--- src/rtl/wb_port_arbiter.sv ---
// Register-file write-port arbiter: picks one of N_SRC write-back sources per cycle.
// Latency: request sampled at edge t yields gnt/src_sel/reg_waddr/reg_write registered at edge t.
// Backpressure: hold freezes new grants; pending requests stay queued on req, nothing is dropped.
//
// Ports:
//   clk, reset        rising-edge clock, asynchronous active-high reset
//   req[N_SRC]        per-source write request, held until the matching gnt is seen
//   waddr_flat        destination register of source i at [i*AW +: AW]
//   hold              control-unit freeze, blocks new grants while high
//   gnt               one-cycle one-hot grant pulse
//   src_sel           SrcData mux select (0..N_SRC-1), holds when idle
//   reg_write         register bank write enable (suppressed for $0)
//   reg_waddr         register bank write address, holds when idle
//   busy              any request pending or a grant issued this cycle (combinational)
module wb_port_arbiter #(
    parameter int N_SRC      = 9,
    parameter int SEL_W      = 4,
    parameter int AW         = 5,
    parameter int FIXED_PRIO = 0
) (
    input  logic                  clk,
    input  logic                  reset,
    input  logic [N_SRC-1:0]      req,
    input  logic [N_SRC*AW-1:0]   waddr_flat,
    input  logic                  hold,
    output logic [N_SRC-1:0]      gnt,
    output logic [SEL_W-1:0]      src_sel,
    output logic                  reg_write,
    output logic [AW-1:0]         reg_waddr,
    output logic                  busy
);

    typedef enum logic [1:0] {
        IDLE   = 2'd0,
        ISSUE  = 2'd1,
        FROZEN = 2'd2
    } state_t;

    state_t               r_state;
    logic [SEL_W-1:0]     r_ptr;
    logic [N_SRC-1:0]     r_gnt;
    logic [SEL_W-1:0]     r_src_sel;
    logic                 r_reg_write;
    logic [AW-1:0]        r_reg_waddr;

    logic [N_SRC-1:0]     w_elig;
    logic                 w_found;
    logic [SEL_W-1:0]     w_win;
    logic [SEL_W-1:0]     w_ptr_nxt;
    logic [N_SRC-1:0]     w_onehot;
    logic [AW-1:0]        w_waddr [N_SRC];

    for (genvar i = 0; i < N_SRC; i++) begin : g_waddr
        assign w_waddr[i] = waddr_flat[i*AW +: AW];
    end

    // Rotated search index: (p + k) mod N_SRC without a divider, valid for p, k < N_SRC.
    function automatic int rr_idx(input int p, input int k);
        int s;
        s = p + k;
        return (s >= N_SRC) ? s - N_SRC : s;
    endfunction

    // A requester whose grant is visible this cycle still has req high; masking it
    // with the registered grant makes one request produce exactly one grant.
    assign w_elig = req & ~r_gnt;

    always_comb begin
        w_found = 1'b0;
        w_win   = '0;
        if (FIXED_PRIO != 0) begin
            // Descending scan so the lowest eligible index is the last one written.
            for (int i = N_SRC - 1; i >= 0; i--) begin
                if (w_elig[i]) begin
                    w_found = 1'b1;
                    w_win   = SEL_W'(i);
                end
            end
        end else begin
            for (int k = 0; k < N_SRC; k++) begin
                if (!w_found && w_elig[rr_idx(int'(r_ptr), k)]) begin
                    w_found = 1'b1;
                    w_win   = SEL_W'(rr_idx(int'(r_ptr), k));
                end
            end
        end
    end

    assign w_ptr_nxt = (w_win == SEL_W'(N_SRC - 1)) ? '0 : w_win + 1'b1;
    assign w_onehot  = N_SRC'(1) << w_win;

    always_ff @(posedge clk or posedge reset) begin
        if (reset) begin
            r_state     <= IDLE;
            r_ptr       <= '0;
            r_gnt       <= '0;
            r_src_sel   <= '0;
            r_reg_write <= 1'b0;
            r_reg_waddr <= '0;
        end else if (!hold && w_found) begin
            // Transition into ISSUE is the same from IDLE, ISSUE or FROZEN, so a
            // hold release with requests waiting arbitrates at that very edge.
            r_state     <= ISSUE;
            r_gnt       <= w_onehot;
            r_src_sel   <= w_win;
            r_reg_waddr <= w_waddr[w_win];
            // $0 is hard-wired zero: grant the source but never strobe the bank.
            r_reg_write <= |w_waddr[w_win];
            if (FIXED_PRIO == 0) begin
                r_ptr <= w_ptr_nxt;
            end
        end else begin
            r_state     <= hold ? FROZEN : IDLE;
            r_gnt       <= '0;
            r_reg_write <= 1'b0;
            // src_sel / reg_waddr keep their value so the mux does not glitch.
        end
    end

    assign gnt       = r_gnt;
    assign src_sel   = r_src_sel;
    assign reg_write = r_reg_write;
    assign reg_waddr = r_reg_waddr;
    assign busy      = (|req) | (r_state == ISSUE);

endmodule

--- config.mk ---
export PLATFORM = sky130hd
export DESIGN_NAME = wb_port_arbiter
export DESIGN_NICKNAME = d
export VERILOG_FILES = /design/src/rtl/wb_port_arbiter.sv
export SDC_FILE = /design/constraint.sdc
export NUM_CORES = 1
export LEC_CHECK = 0
export ABC_AREA = 1
export BUFFER_PORTS_ARGS = -buffer_cell sky130_fd_sc_hd__buf_2
export CORE_MARGIN = 5
export CORE_UTILIZATION = 33
export CTS_CLUSTER_SIZE = 16
export DETAILED_ROUTE_END_ITERATION = 6
export PLACE_DENSITY = 0.55
export SYNTH_ARGS = -nofsm -noshare
export SYNTH_HDL_FRONTEND = slang
export SYNTH_SLANG_ARGS = --single-unit
--- constraint.sdc ---
create_clock -name clk -period 13 [get_ports clk]
set_clock_uncertainty 0.2 [all_clocks]
set_input_delay 3.25 -clock clk [delete_from_list [all_inputs] [get_ports clk]]
set_output_delay 3.25 -clock clk [all_outputs]
set_load 0.1 [all_outputs]
# --- Yosys cells after proc, flatten, opt, wreduce, memory -nomap -nowiden ---
# Index checks and enable logic that the tools add are counted.
word_totals:
  out_inout_bits: 20
  elab_cells: 132
  register_bits: 25
classes:
  magnitude_cmp: 19
  add_sub_neg: 18
  n_shift: 1
  n_mux: 62
  n_bitwise: 4
  n_eq_ne: 2
  reduce_logical: 20
op_table:
  columns: ["op", "n"]
  rows:
  - ["32-bit by 6-bit less-than comparator with 1-bit output (second input constant)", 9]
  - ["32-bit two-way mux", 9]
  - ["5-bit by 4-bit subtractor with 6-bit output (second input constant)", 8]
  - ["5-bit by 4-bit greater-or-equal comparator with 1-bit output (second input constant)", 8]
  - ["4-bit two-way mux", 10]
  - ["1-bit binary-select mux with 4-bit select", 9]
  - ["1-bit two-way mux", 28]
  - ["4-bit by 3-bit adder with 5-bit output (second input constant)", 4]
  - ["5-bit binary-select mux with 4-bit select", 1]
  - ["4-bit by 2-bit adder with 5-bit output (second input constant)", 2]
  - ["5-bit two-way mux", 2]
  - ["9-bit AND", 1]
  - ["1-bit logical AND", 9]
  - ["1-bit logical NOT", 9]
  - ["9-bit two-way mux", 1]
  - ["9-bit inverter", 1]
  - ["9-bit OR reduction", 1]
  - ["1-bit by 4-bit << shifter with 9-bit output (first input constant)", 1]
  - ["4-bit by 1-bit adder with 5-bit output (second input constant)", 1]
  - ["4-bit by 4-bit adder with 5-bit output (second input constant)", 1]
  - ["5-bit greater-or-equal comparator (second input constant)", 1]
  - ["4-bit inverter with 5-bit output", 1]
  - ["5-bit OR reduction", 1]
  - ["4-bit by 4-bit subtractor with 5-bit output (second input constant)", 1]
  - ["other kinds (6)", 7]

# --- Longest topological paths before layout ---
# Gate-level depths: netlist (run 1).
depth:
  word_depth: 36
  ltp_mapped: 37

# --- Worst setup path before layout (run 1) ---
# Ideal clock, no wire load.
synth_path:
  kind: "in2out"
  start: "input req[4]"
  end: "output busy"
  arrival_ns: 4.508
  cell_stages: 2
  required_time_ns: 9.550
  n_path_buf: 0
  setup_slack_ns: 5.042
  path_cell_list: "nor4_1 > o2111ai_1"
synth_between:
  elab_chain_cells: 2
synth_lines:
  columns: ["element", "line", "rtl"]
  rows:
  - ["start, declared", "23", "input logic [N_SRC-1:0] req,"]
  - ["9-bit OR reduction", "124", "assign busy = (|req) | (r_state == ISSUE);"]
  - ["1-bit OR", "124", null]
  - ["end, declared", "30", "output logic busy"]
# No other way between the ends.

# --- Final worst setup path (run 1) ---
# Same ends and word-level chain as after synthesis.

==> results of run 1 <==
==> routing by layer <==
metal / vias up / track usage / part of all wire
li1: 2533 / - / -
met1: 2286 / 0.2417 / 0.47
met2: 148 / 0.2967 / 0.46
met3: 20 / 0.02090 / 0.054
met4: 0 / 0.04209 / 0.019
met5: - / 0 / 0
==> registers in the layout (all words and copies together) (netlist names) <==
| name | flops |
|---|---|
| gnt | 9 |
| reg_waddr | 5 |
| r_ptr | 4 |
| src_sel | 4 |
| r_state | 2 |
| reg_write | 1 |
==> synthesized netlist by cell type, types with 2 or more instances <==
master | count | share of area
nand2_1 | 215 | 0.18
nand3_1 | 128 | 0.15
inv_1 | 105 | 0.090
nor2_1 | 38 | 0.033
ha_1 | 29 | 0.083
dfrtp_1 | 25 | 0.14
o21ai_0 | 23 | 0.026
nand2_2 | 22 | 0.032
o21ai_1 | 19 | 0.022
a21oi_1 | 14 | 0.016
nand4_1 | 11 | 0.016
o211ai_1 | 11 | 0.019
nand3b_1 | 10 | 0.017
nor3_1 | 9 | 0.010
nand3_2 | 7 | 0.016
buf_2 | 6 | 0.0069
inv_2 | 6 | 0.0052
a31oi_1 | 5 | 0.0072
xor2_1 | 5 | 0.010
buf_4 | 4 | 0.0069
buf_6 | 4 | 0.010
o21ai_2 | 4 | 0.0080
clkbuf_1 | 3 | 0.0026
nand2_4 | 3 | 0.0077
xor2_2 | 3 | 0.011
clkinv_1 | 2 | 0.0017
inv_4 | 2 | 0.0029
nand3_4 | 2 | 0.0080
nand4_2 | 2 | 0.0057
nor2_2 | 2 | 0.0029
nor2_4 | 2 | 0.0052
nor4_1 | 2 | 0.0029
o22ai_1 | 2 | 0.0029
or2_1 | 2 | 0.0029
xnor2_2 | 2 | 0.0075
==> per-stage QoR <==
stage,cells,area [um2],setup WS [ns]
after CTS,980,4928,5.438
after global placement,976,4850,5.407
after floorplan,741,4365,5.042
after detailed placement,976,4850,5.441
after global routing,980,4928,5.371
final,980,4928,5.464
==> final cells by class <==
cell class | instances | area [um2] | area share
timing repair buffer | 77 | 387.9 | 0.07870
inverter | 115 | 436.7 | 0.08860
clock buffer | 4 | 78.83 | 0.01599
sequential | 25 | 625.6 | 0.1269
tap | 176 | 220.2 | 0.04468
multi-input combinational | 583 | 3179 | 0.6451
==> cells by family after synthesis <==
logic type                 count (synthesis)  share of synthesized area
and+or+nand+nor                          457                     0.4941
buffers and inverters                    133                     0.1284
AOI/OAI and AO/OA                         86                     0.1204
adders and majority gates                 29                    0.08312
DFF                                       25                     0.1433
xor gates and xnor gates                  11                    0.03067
==> worst reg2reg max path: cells and delay by family (launching register included) <==
family,cells,cell delay [ns]
simple gates,22,2.55
compound gates,1,0.11
fa+ha+maj,1,0.58
buf+inv,6,1.25
flops,1,0.64
==> worst min-delay path by stage <==
stage / slack, ns / start / depth (start not counted) / to
floorplan: 0.61 / r_ptr[3]$_DFFE_PP0P_ / 3 / r_ptr[3]$_DFFE_PP0P_
global placement: 0.27 / src_sel[1]$_DFFE_PP0P_ / 2 / src_sel[1]$_DFFE_PP0P_
detailed placement: 0.28 / src_sel[3]$_DFFE_PP0P_ / 2 / src_sel[3]$_DFFE_PP0P_
CTS: 0.30 / src_sel[1]$_DFFE_PP0P_ / 2 / src_sel[1]$_DFFE_PP0P_
global route: 0.33 / reg_waddr[0]$_DFFE_PP0P_ / 2 / reg_waddr[0]$_DFFE_PP0P_
finish: 0.30 / src_sel[1]$_DFFE_PP0P_ / 2 / src_sel[1]$_DFFE_PP0P_
==> flow_metrics.tcl, run 1 <==
set metrics [dict create \
    io_buffer_count 76 \
    num-fill-cells 1471 \
    worst_pin_slew_ns 0.9181 \
    ys_ff_latch 25 \
    syn-num-nets 827 \
    grt_use_total 0.1763 \
    crit_path_max_fanout 2 \
    grt_pass1_vias 4578 \
    cts_setup_buffers 0 \
    syn_area_um2 4365 \
    routedWlPerCell_um 14.86 \
    worstReg2RegStart "r_ptr[1]$_DFFE_PP0P_" \
    ioPinCount 77 \
    gp_congestion 0.8866 \
    setup-violations-final 0 \
    crit_chain "buf_2, nor4_1, o2111ai_1, buf_2" \
    grt_pass1_wl_um 23200 \
    htree_levels 1 \
    grt_max_degree 27 \
    dp_hpwl_um 11490 \
    fmax_mhz 132.7 \
    cp.depth 4 \
    postRouteWirelength_um 14570 \
    regToRegSetupSlack_ns 7.58 \
    synth-seq-area-share 0.1433 \
    antenna_found_initial 0 \
    rsz0062_at_grt "no" \
    rows 42 \
    cts_max_path_buffers 2 \
    r2r-end "reg_write$_DFF_PP0_" \
    vias 4987 \
    start_util 0.3336 \
    finalMaxSlewViolations 0 \
    area_growth_pct 12.90 \
    fin_crit_sh 0.5797 \
    clk-insertion-delay-late_ns 0.26 \
    cts_tree "yes" \
    core_area_um2 13090 \
    post-route-util 0.3766 \
    syn_inst 741 \
    final_common_cell "nand2_1" \
    drv_cap 0 \
    antennaDiodeCount 0 \
    cp_data_required_time_ns 9.55 \
    drt_first_pass_iters 7 \
    critPathCaptureType "primary output" \
    cts_resized 0 \
    cts.sinks 25 \
    die_h_um 125.0 \
    criticalPathCategory "input pin to primary output" \
    cts_hold_buf 0 \
    cp-start-kind "input pin" \
    endpoint "busy" \
    crit_buf_inv 2 \
    numCtsBuffers 3 \
    synth_edf_count 0 \
    final_cell_mix "nand2_1 (215), nand3_1 (128), inv_1 (105), buf_2 (76), nor2_1 (38)" \
    drt_iter0_markers 382 \
    crit_slowest_cell "buf_2" \
    yosys_warnings 0 \
    drive_gt1_frac 0.1766 \
    synth_cell_types 47 \
    finalCriticalPeriod_ns 7.536 \
    slew_headroom 0.3873 \
    worst_path_most_repeated_cell "buf_2" \
    reg2regPathDepth 30 \
    setup_tns_ns 0 \
    cts-root-buf "clkbuf_16" \
    worstPathArrival_ns 4.09 \
    slowest_delay_ns 0.32 \
    synthArstFlopShare 1.000 \
    path_clk_slew_ns 0.06 \
    critPathTopFamily "buffers and inverters" \
    ant_nets 0 \
    crit_start "req[4]" \
    outcome "completed" \
    die_w_um 125.0 \
    viasPerCell 5.089 \
    whs_ns 0.3030 \
    gr-total-overflow 0 \
    avgSynthCellArea_um2 5.891 \
    hold_path_class "flip-flop to flip-flop" \
    drc 0 \
    synth_flop_cell "dfrtp_1" \
    final_hold_viol_count 0 \
    dieArea_um2 15630 \
    nets 891 \
]
Power of run 1 is not shown: default switching activity piles up to over one toggle a cycle in this logic, so the estimate is an artifact.
==> inputs of run 2 (changes only) <==
--- a/config.mk
+++ b/config.mk
@@ -11,7 +11,7 @@
 export CORE_UTILIZATION = 33
 export CTS_CLUSTER_SIZE = 16
 export DETAILED_ROUTE_END_ITERATION = 6
-export PLACE_DENSITY = 0.55
+export PLACE_DENSITY = 0.57
 export SYNTH_ARGS = -nofsm -noshare
 export SYNTH_HDL_FRONTEND = slang
 export SYNTH_SLANG_ARGS = --single-unit
==> constraint.sdc (replaced) <==
create_clock -name clk -period 6.4 [get_ports clk]
set_clock_uncertainty 0.2 [all_clocks]
set_input_delay 1.6 -clock clk [delete_from_list [all_inputs] [get_ports clk]]
set_output_delay 1.6 -clock clk [all_outputs]
set_load 0.1 [all_outputs]
==> flow_metrics.tcl, run 2 (synthesis gave the netlist of run 1 again) <==
set metrics [dict create \
    setup_tns_ns 0 \
    grt_pass1_vias 4678 \
    final_common_cell "nand2_1" \
    area_growth_pct 13.07 \
    crit_path_max_fanout 24 \
    crit_slowest_cell "dfrtp_1" \
    slowest_delay_ns 0.60 \
    die_w_um 125.0 \
    crit_chain "inv_1, ha_1, nor2_1, nand3_1, nand2_2, o21ai_0, nand3_1, nand3_1, nand3_1, nand2_2, nor2_4, nand2_1, nand3_1, nand2_1, nand2_1, nand2_1, nand2_1, o21bai_4, inv_2, ha_1, ha_1, nand3_1, o21ai_0" \
    rows 42 \
    cts_hold_buf 0 \
    antennaDiodeCount 0 \
    ioPinCount 77 \
    hold_start "src_sel[1]$_DFFE_PP0P_" \
    start_util 0.3336 \
    hold_depth 2 \
    cts_setup_buffers 0 \
    core_area_um2 13090 \
    post-route-util 0.3772 \
    num-fill-cells 1445 \
    cts.sinks 25 \
    worstReg2RegStart "r_ptr[1]$_DFFE_PP0P_" \
    grt_use_total 0.1802 \
    fin_crit_sh 0.8192 \
    grt_pass1_wl_um 23730 \
    ant_nets 0 \
    worstPathArrival_ns 5.17 \
    critPathCaptureType "flip-flop" \
    cts_max_path_buffers 2 \
    dp.cells 977 \
    drv_cap 0 \
    fmax_mhz 190.7 \
    cp-start-kind "flip-flop" \
    final_cell_mix "nand2_1 (215), nand3_1 (128), inv_1 (105), buf_2 (76), nor2_1 (38)" \
    io_buffer_count 76 \
    htree_levels 1 \
    final_hold_viol_count 0 \
    numCtsBuffers 3 \
    hold_path_class "flip-flop to flip-flop" \
    cp_data_required_time_ns 6.32 \
    drive_gt1_frac 0.1776 \
    vias 4983 \
    die_h_um 125.0 \
    critPathTopFamily "simple AND/OR/NAND/NOR gates" \
    clk-insertion-delay-late_ns 0.26 \
    setup-violations-final 0 \
    worst_pin_slew_ns 0.9535 \
    path_clk_slew_ns 0.06 \
    criticalPathCategory "flip-flop to flip-flop" \
    dieArea_um2 15630 \
    antenna_found_initial 0 \
    min_to "src_sel[1]$_DFFE_PP0P_" \
    stdcell_count 981 \
    r2r-end "r_ptr[2]$_DFFE_PP0P_" \
    rsz0062_at_grt "no" \
    crit_buf_inv 2 \
    outcome "completed" \
    drc 0 \
    viasPerCell 5.080 \
    slew_headroom 0.3636 \
    reg2regPathDepth 23 \
    drt_first_pass_iters 5 \
    finalMaxSlewViolations 0 \
    largest_reg_flops 9 \
    worst_path_most_repeated_cell "nand3_1" \
    drt_iter0_markers 375 \
    gr-total-overflow 0 \
    regToRegSetupSlack_ns 1.16 \
    nets 892 \
    cts-root-buf "clkbuf_16" \
    postRouteWirelength_um 14600 \
    routedWlPerCell_um 14.88 \
    grt_max_degree 27 \
    finalCriticalPeriod_ns 5.243 \
    cts_resized 0 \
    gp_congestion 0.9624 \
    cp.depth 23 \
    dp_hpwl_um 11560 \
    cts_tree "yes" \
]
[run 2: through the flow]
stage	area [um2]	hold WS [ns]	worst slack (ns)
floorplan	4365	0.6064	1.742
global placement	4857	0.2786	0.9775
detailed placement	4857	0.2727	0.9738
CTS	4936	0.3001	1.202
global route	4936	0.3259	0.7188
finish	4936	0.2971	1.157
[run 2: tightest hold or removal path: stages (launching register included)]
cell and delay (ns):
dfrtp_1 0.34, nand2_1 0.05, o21ai_0 0.07
[run 2: worst max-delay path by stage]
stage,end,slack [ns],start
after floorplan,busy,1.74,req[4]
after global placement,r_ptr[2]$_DFFE_PP0P_,0.98,req[8]
after detailed placement,r_ptr[2]$_DFFE_PP0P_,0.97,req[8]
after CTS,r_ptr[2]$_DFFE_PP0P_,1.20,r_ptr[1]$_DFFE_PP0P_
after global routing,reg_write$_DFF_PP0_,0.72,r_ptr[1]$_DFFE_PP0P_
final,r_ptr[2]$_DFFE_PP0P_,1.16,r_ptr[1]$_DFFE_PP0P_
[run 2: routing by layer]
layer,share of wire,wire length (um),vias up,track usage
met5,0,0,-,0
met4,0.027,395,0,0.04464
met1,0.46,6684,2229,0.2516
met2,0.45,6543,188,0.2939
li1,-,-,2543,-
met3,0.067,973,23,0.02559
[run 2: area by class of cell]
class | count | area, um2 | area share
multi-input cells | 583 | 3179 | 0.6441
flip-flops and latches | 25 | 625.6 | 0.1267
inverters | 115 | 436.7 | 0.08847
repair buffers | 78 | 395.4 | 0.08010
well taps | 176 | 220.2 | 0.04461
clock buffers | 4 | 78.83 | 0.01597
Power of run 2 is left out for the same reason.
==> inputs of run 3 (changes only) <==
--- a/config.mk
+++ b/config.mk
@@ -5,13 +5,13 @@
 export SDC_FILE = /design/constraint.sdc
 export NUM_CORES = 1
 export LEC_CHECK = 0
-export ABC_AREA = 1
+export ABC_AREA = 0
 export BUFFER_PORTS_ARGS = -buffer_cell sky130_fd_sc_hd__buf_2
 export CORE_MARGIN = 5
 export CORE_UTILIZATION = 33
 export CTS_CLUSTER_SIZE = 16
 export DETAILED_ROUTE_END_ITERATION = 6
-export PLACE_DENSITY = 0.57
+export PLACE_DENSITY = 0.54
 export SYNTH_ARGS = -nofsm -noshare
 export SYNTH_HDL_FRONTEND = slang
 export SYNTH_SLANG_ARGS = --single-unit
==> constraint.sdc (replaced) <==
create_clock -name clk -period 4.9 [get_ports clk]
set_clock_uncertainty 0.2 [all_clocks]
set_input_delay 1.225 -clock clk [delete_from_list [all_inputs] [get_ports clk]]
set_output_delay 1.225 -clock clk [all_outputs]
set_load 0.1 [all_outputs]
==> flow_metrics.tcl, run 3 <==
set metrics [dict create \
    top_usage_layer "met2" \
    pre_cts_ws_ns -0.3347 \
    vias 6430 \
    critPathCaptureType "flip-flop" \
    finalMaxSlewViolations 0 \
    grt_pass1_vias 6388 \
    use_met1 0.3447 \
    synthAdderAreaFrac 0.06776 \
    antennaDiodeCount 0 \
    cts_max_path_buffers 2 \
    ys_ff_latch 25 \
    crit_path_max_fanout 7 \
    drv_cap 0 \
    drt_first_pass_iters 5 \
    yosys.area.top_type "dfrtp_1" \
    largest_reg_flops 9 \
    grt_use_total 0.2409 \
    htree_levels 1 \
    synth-seq-area-share 0.1168 \
    dp_hpwl_um 18990 \
    hold_path_class "flip-flop to flip-flop" \
    io_buffer_count 76 \
    clk-insertion-delay-late_ns 0.26 \
    final_cell_mix "buf_4 (198), buf_2 (76), nand2_1 (63), nor2_1 (37), o21ai_0 (31)" \
    cts_hold_buf 0 \
    syn_area_um2 5355 \
    finalCriticalPeriod_ns 4.785 \
    path_clk_slew_ns 0.07 \
    slew_headroom 0.3380 \
    routedWlPerCell_um 20.95 \
    yosys_warnings 0 \
    drt_iter0_markers 461 \
    synthArstFlopShare 1.000 \
    cts_tree "yes" \
    ant_nets 0 \
    final_common_cell "buf_4" \
    synth_area_leaders "dfrtp_1 (12%), ha_1 (6.8%), nand2_1 (4.5%), mux2i_1 (3.9%), a211oi_1 (3.6%)" \
    synth_flop_cell "dfrtp_1" \
    worst_pin_slew_ns 0.9919 \
    avgSynthCellArea_um2 7.981 \
    num-fill-cells 1599 \
    final_hold_viol_count 0 \
    multi_input_area_um2 4778 \
    whs_ns 0.2963 \
    fmax_mhz 209.0 \
    yosysMostFrequentCell "nand2_1" \
    die_h_um 137.4 \
    rows 46 \
    layout_setup_ws_ns 0.1149 \
    grt_pass1_wl_um 35450 \
    worstPathArrival_ns 4.77 \
    grtUsageMet3 0.03506 \
    post-route-util 0.4941 \
    cts-root-buf "clkbuf_16" \
    nets 998 \
    drc 0 \
    dp.cells 1102 \
    drive_gt1_frac 0.4676 \
    synth_compound_area_frac 0.3442 \
    synth.area.mux_share 0.08178 \
    synth_edf_count 0 \
    die_w_um 137.4 \
    ioPinCount 77 \
    numCtsBuffers 3 \
    fin_crit_sh 0.9766 \
    grt_util_met2 0.3831 \
    yosysTopAreaCellShare 0.1168 \
    dieArea_um2 18870 \
    setup-violations-final 0 \
    yosys.area_share.simple 0.2759 \
    start_util 0.3371 \
    synthTopCellsByCount "nand2_1 (64), nor2_1 (41), o21ai_0 (37)" \
    gp_congestion 1.024 \
    cp-start-kind "flip-flop" \
    synth_cell_types 112 \
    area_growth_pct 46.57 \
    outcome "completed" \
    syn_inst 671 \
    postRouteWirelength_um 23610 \
    antenna_found_initial 0 \
    core_area_um2 15890 \
    viasPerCell 5.705 \
    syn-num-nets 757 \
    register_area_um2 629.4 \
    synth_top_family_by_area "compound AO/OA/AOI/OAI gates" \
    criticalPathCategory "flip-flop to flip-flop" \
    gr-total-overflow 0 \
    cts.sinks 25 \
    synth-xor-area-share 0.03949 \
    grt_max_degree 27 \
    cp_data_required_time_ns 4.89 \
    stdcell_count 1127 \
]
[run 3: changes by cell type in the layout (fill, tap and decap cells not counted), sizes merged, moves of 23 or more]
cell / before / now
buf: 78 / 282
nand2: 240 / 66
nand3: 137 / 15
inv: 113 / 22
a211oi: 0 / 29
nand2b: 0 / 26
mux2i: 0 / 23
[run 3: kinds of logic after synthesis]
kind of cell / Yosys count
AO/OA/AOI/OAI: 236
AND/OR/NAND/NOR: 260
flip-flops: 25
XOR/XNOR: 19
multiplexers: 33
adder cells (fa/ha/maj): 29
buffers and inverters: 69
[run 3: path summary, 6_finish.rpt]
path                                                 end  slack [ns]                      from  cells past startpoint
worst max-delay path                 reg_write$_DFF_PP0_        0.11      r_ptr[1]$_DFFE_PP0P_                     17
max in group asynchronous           r_ptr[1]$_DFFE_PP0P_        2.84                     reset                      2
worst min register to register  reg_waddr[4]$_DFFE_PP0P_        0.30  reg_waddr[4]$_DFFE_PP0P_                      2
worst max register to register       reg_write$_DFF_PP0_        0.11      r_ptr[1]$_DFFE_PP0P_                     17
min in group asynchronous         src_sel[1]$_DFFE_PP0P_        0.99                     reset                      2
worst min-delay path            reg_waddr[4]$_DFFE_PP0P_        0.30  reg_waddr[4]$_DFFE_PP0P_                      2
[run 3: worst max-delay path: stages, from the launching register on]
cell and delay [ns]:
dfrtp_2 0.45, buf_4 0.18, ha_2 0.22, buf_4 0.16, or3_4 0.39, a21oi_4 0.25, nor2_2 0.12, o21ai_1 0.18
o2111ai_2 0.18, a311oi_1 0.27, or4b_4 0.53, o221a_4 0.30, a21oi_4 0.24, buf_6 0.16, mux2i_1 0.07, a22o_1 0.23
a2111o_1 0.39, a41oi_2 0.16
[run 3: layout make-up]
type,count,share of cell area
Clock buffer,4,0.01004
Sequential cell,25,0.08018
Inverter,23,0.01387
Timing Repair Buffer,282,0.2527
Multi-Input combinational cell,577,0.6088
Tap cell,216,0.03443
[run 3: stage by stage]
stage	TNS (ns)	cell area, um2
6_report	0	7849
5_1_grt	-0.2647	7849
4_1_cts	-0.005265	7341
3_5_place_dp	-1.673	7146
3_3_place_gp	-0.5050	7146
2_1_floorplan	0	5375
[run 3: repair_timing]
action / 4_1_cts / 5_1_grt
resized for setup: 13 / 94
setup endpoints to repair: 7 / 12
pin swaps: 3 / 41
setup buffers: 7 / 14
[run 3: layer usage]
metal	routed length, um	up-vias
li1	-	3038
met1	10840	3109
met2	10760	248
met3	1495	35
met4	511	0
met5	0	-
Power of run 3 is left out for the same reason.
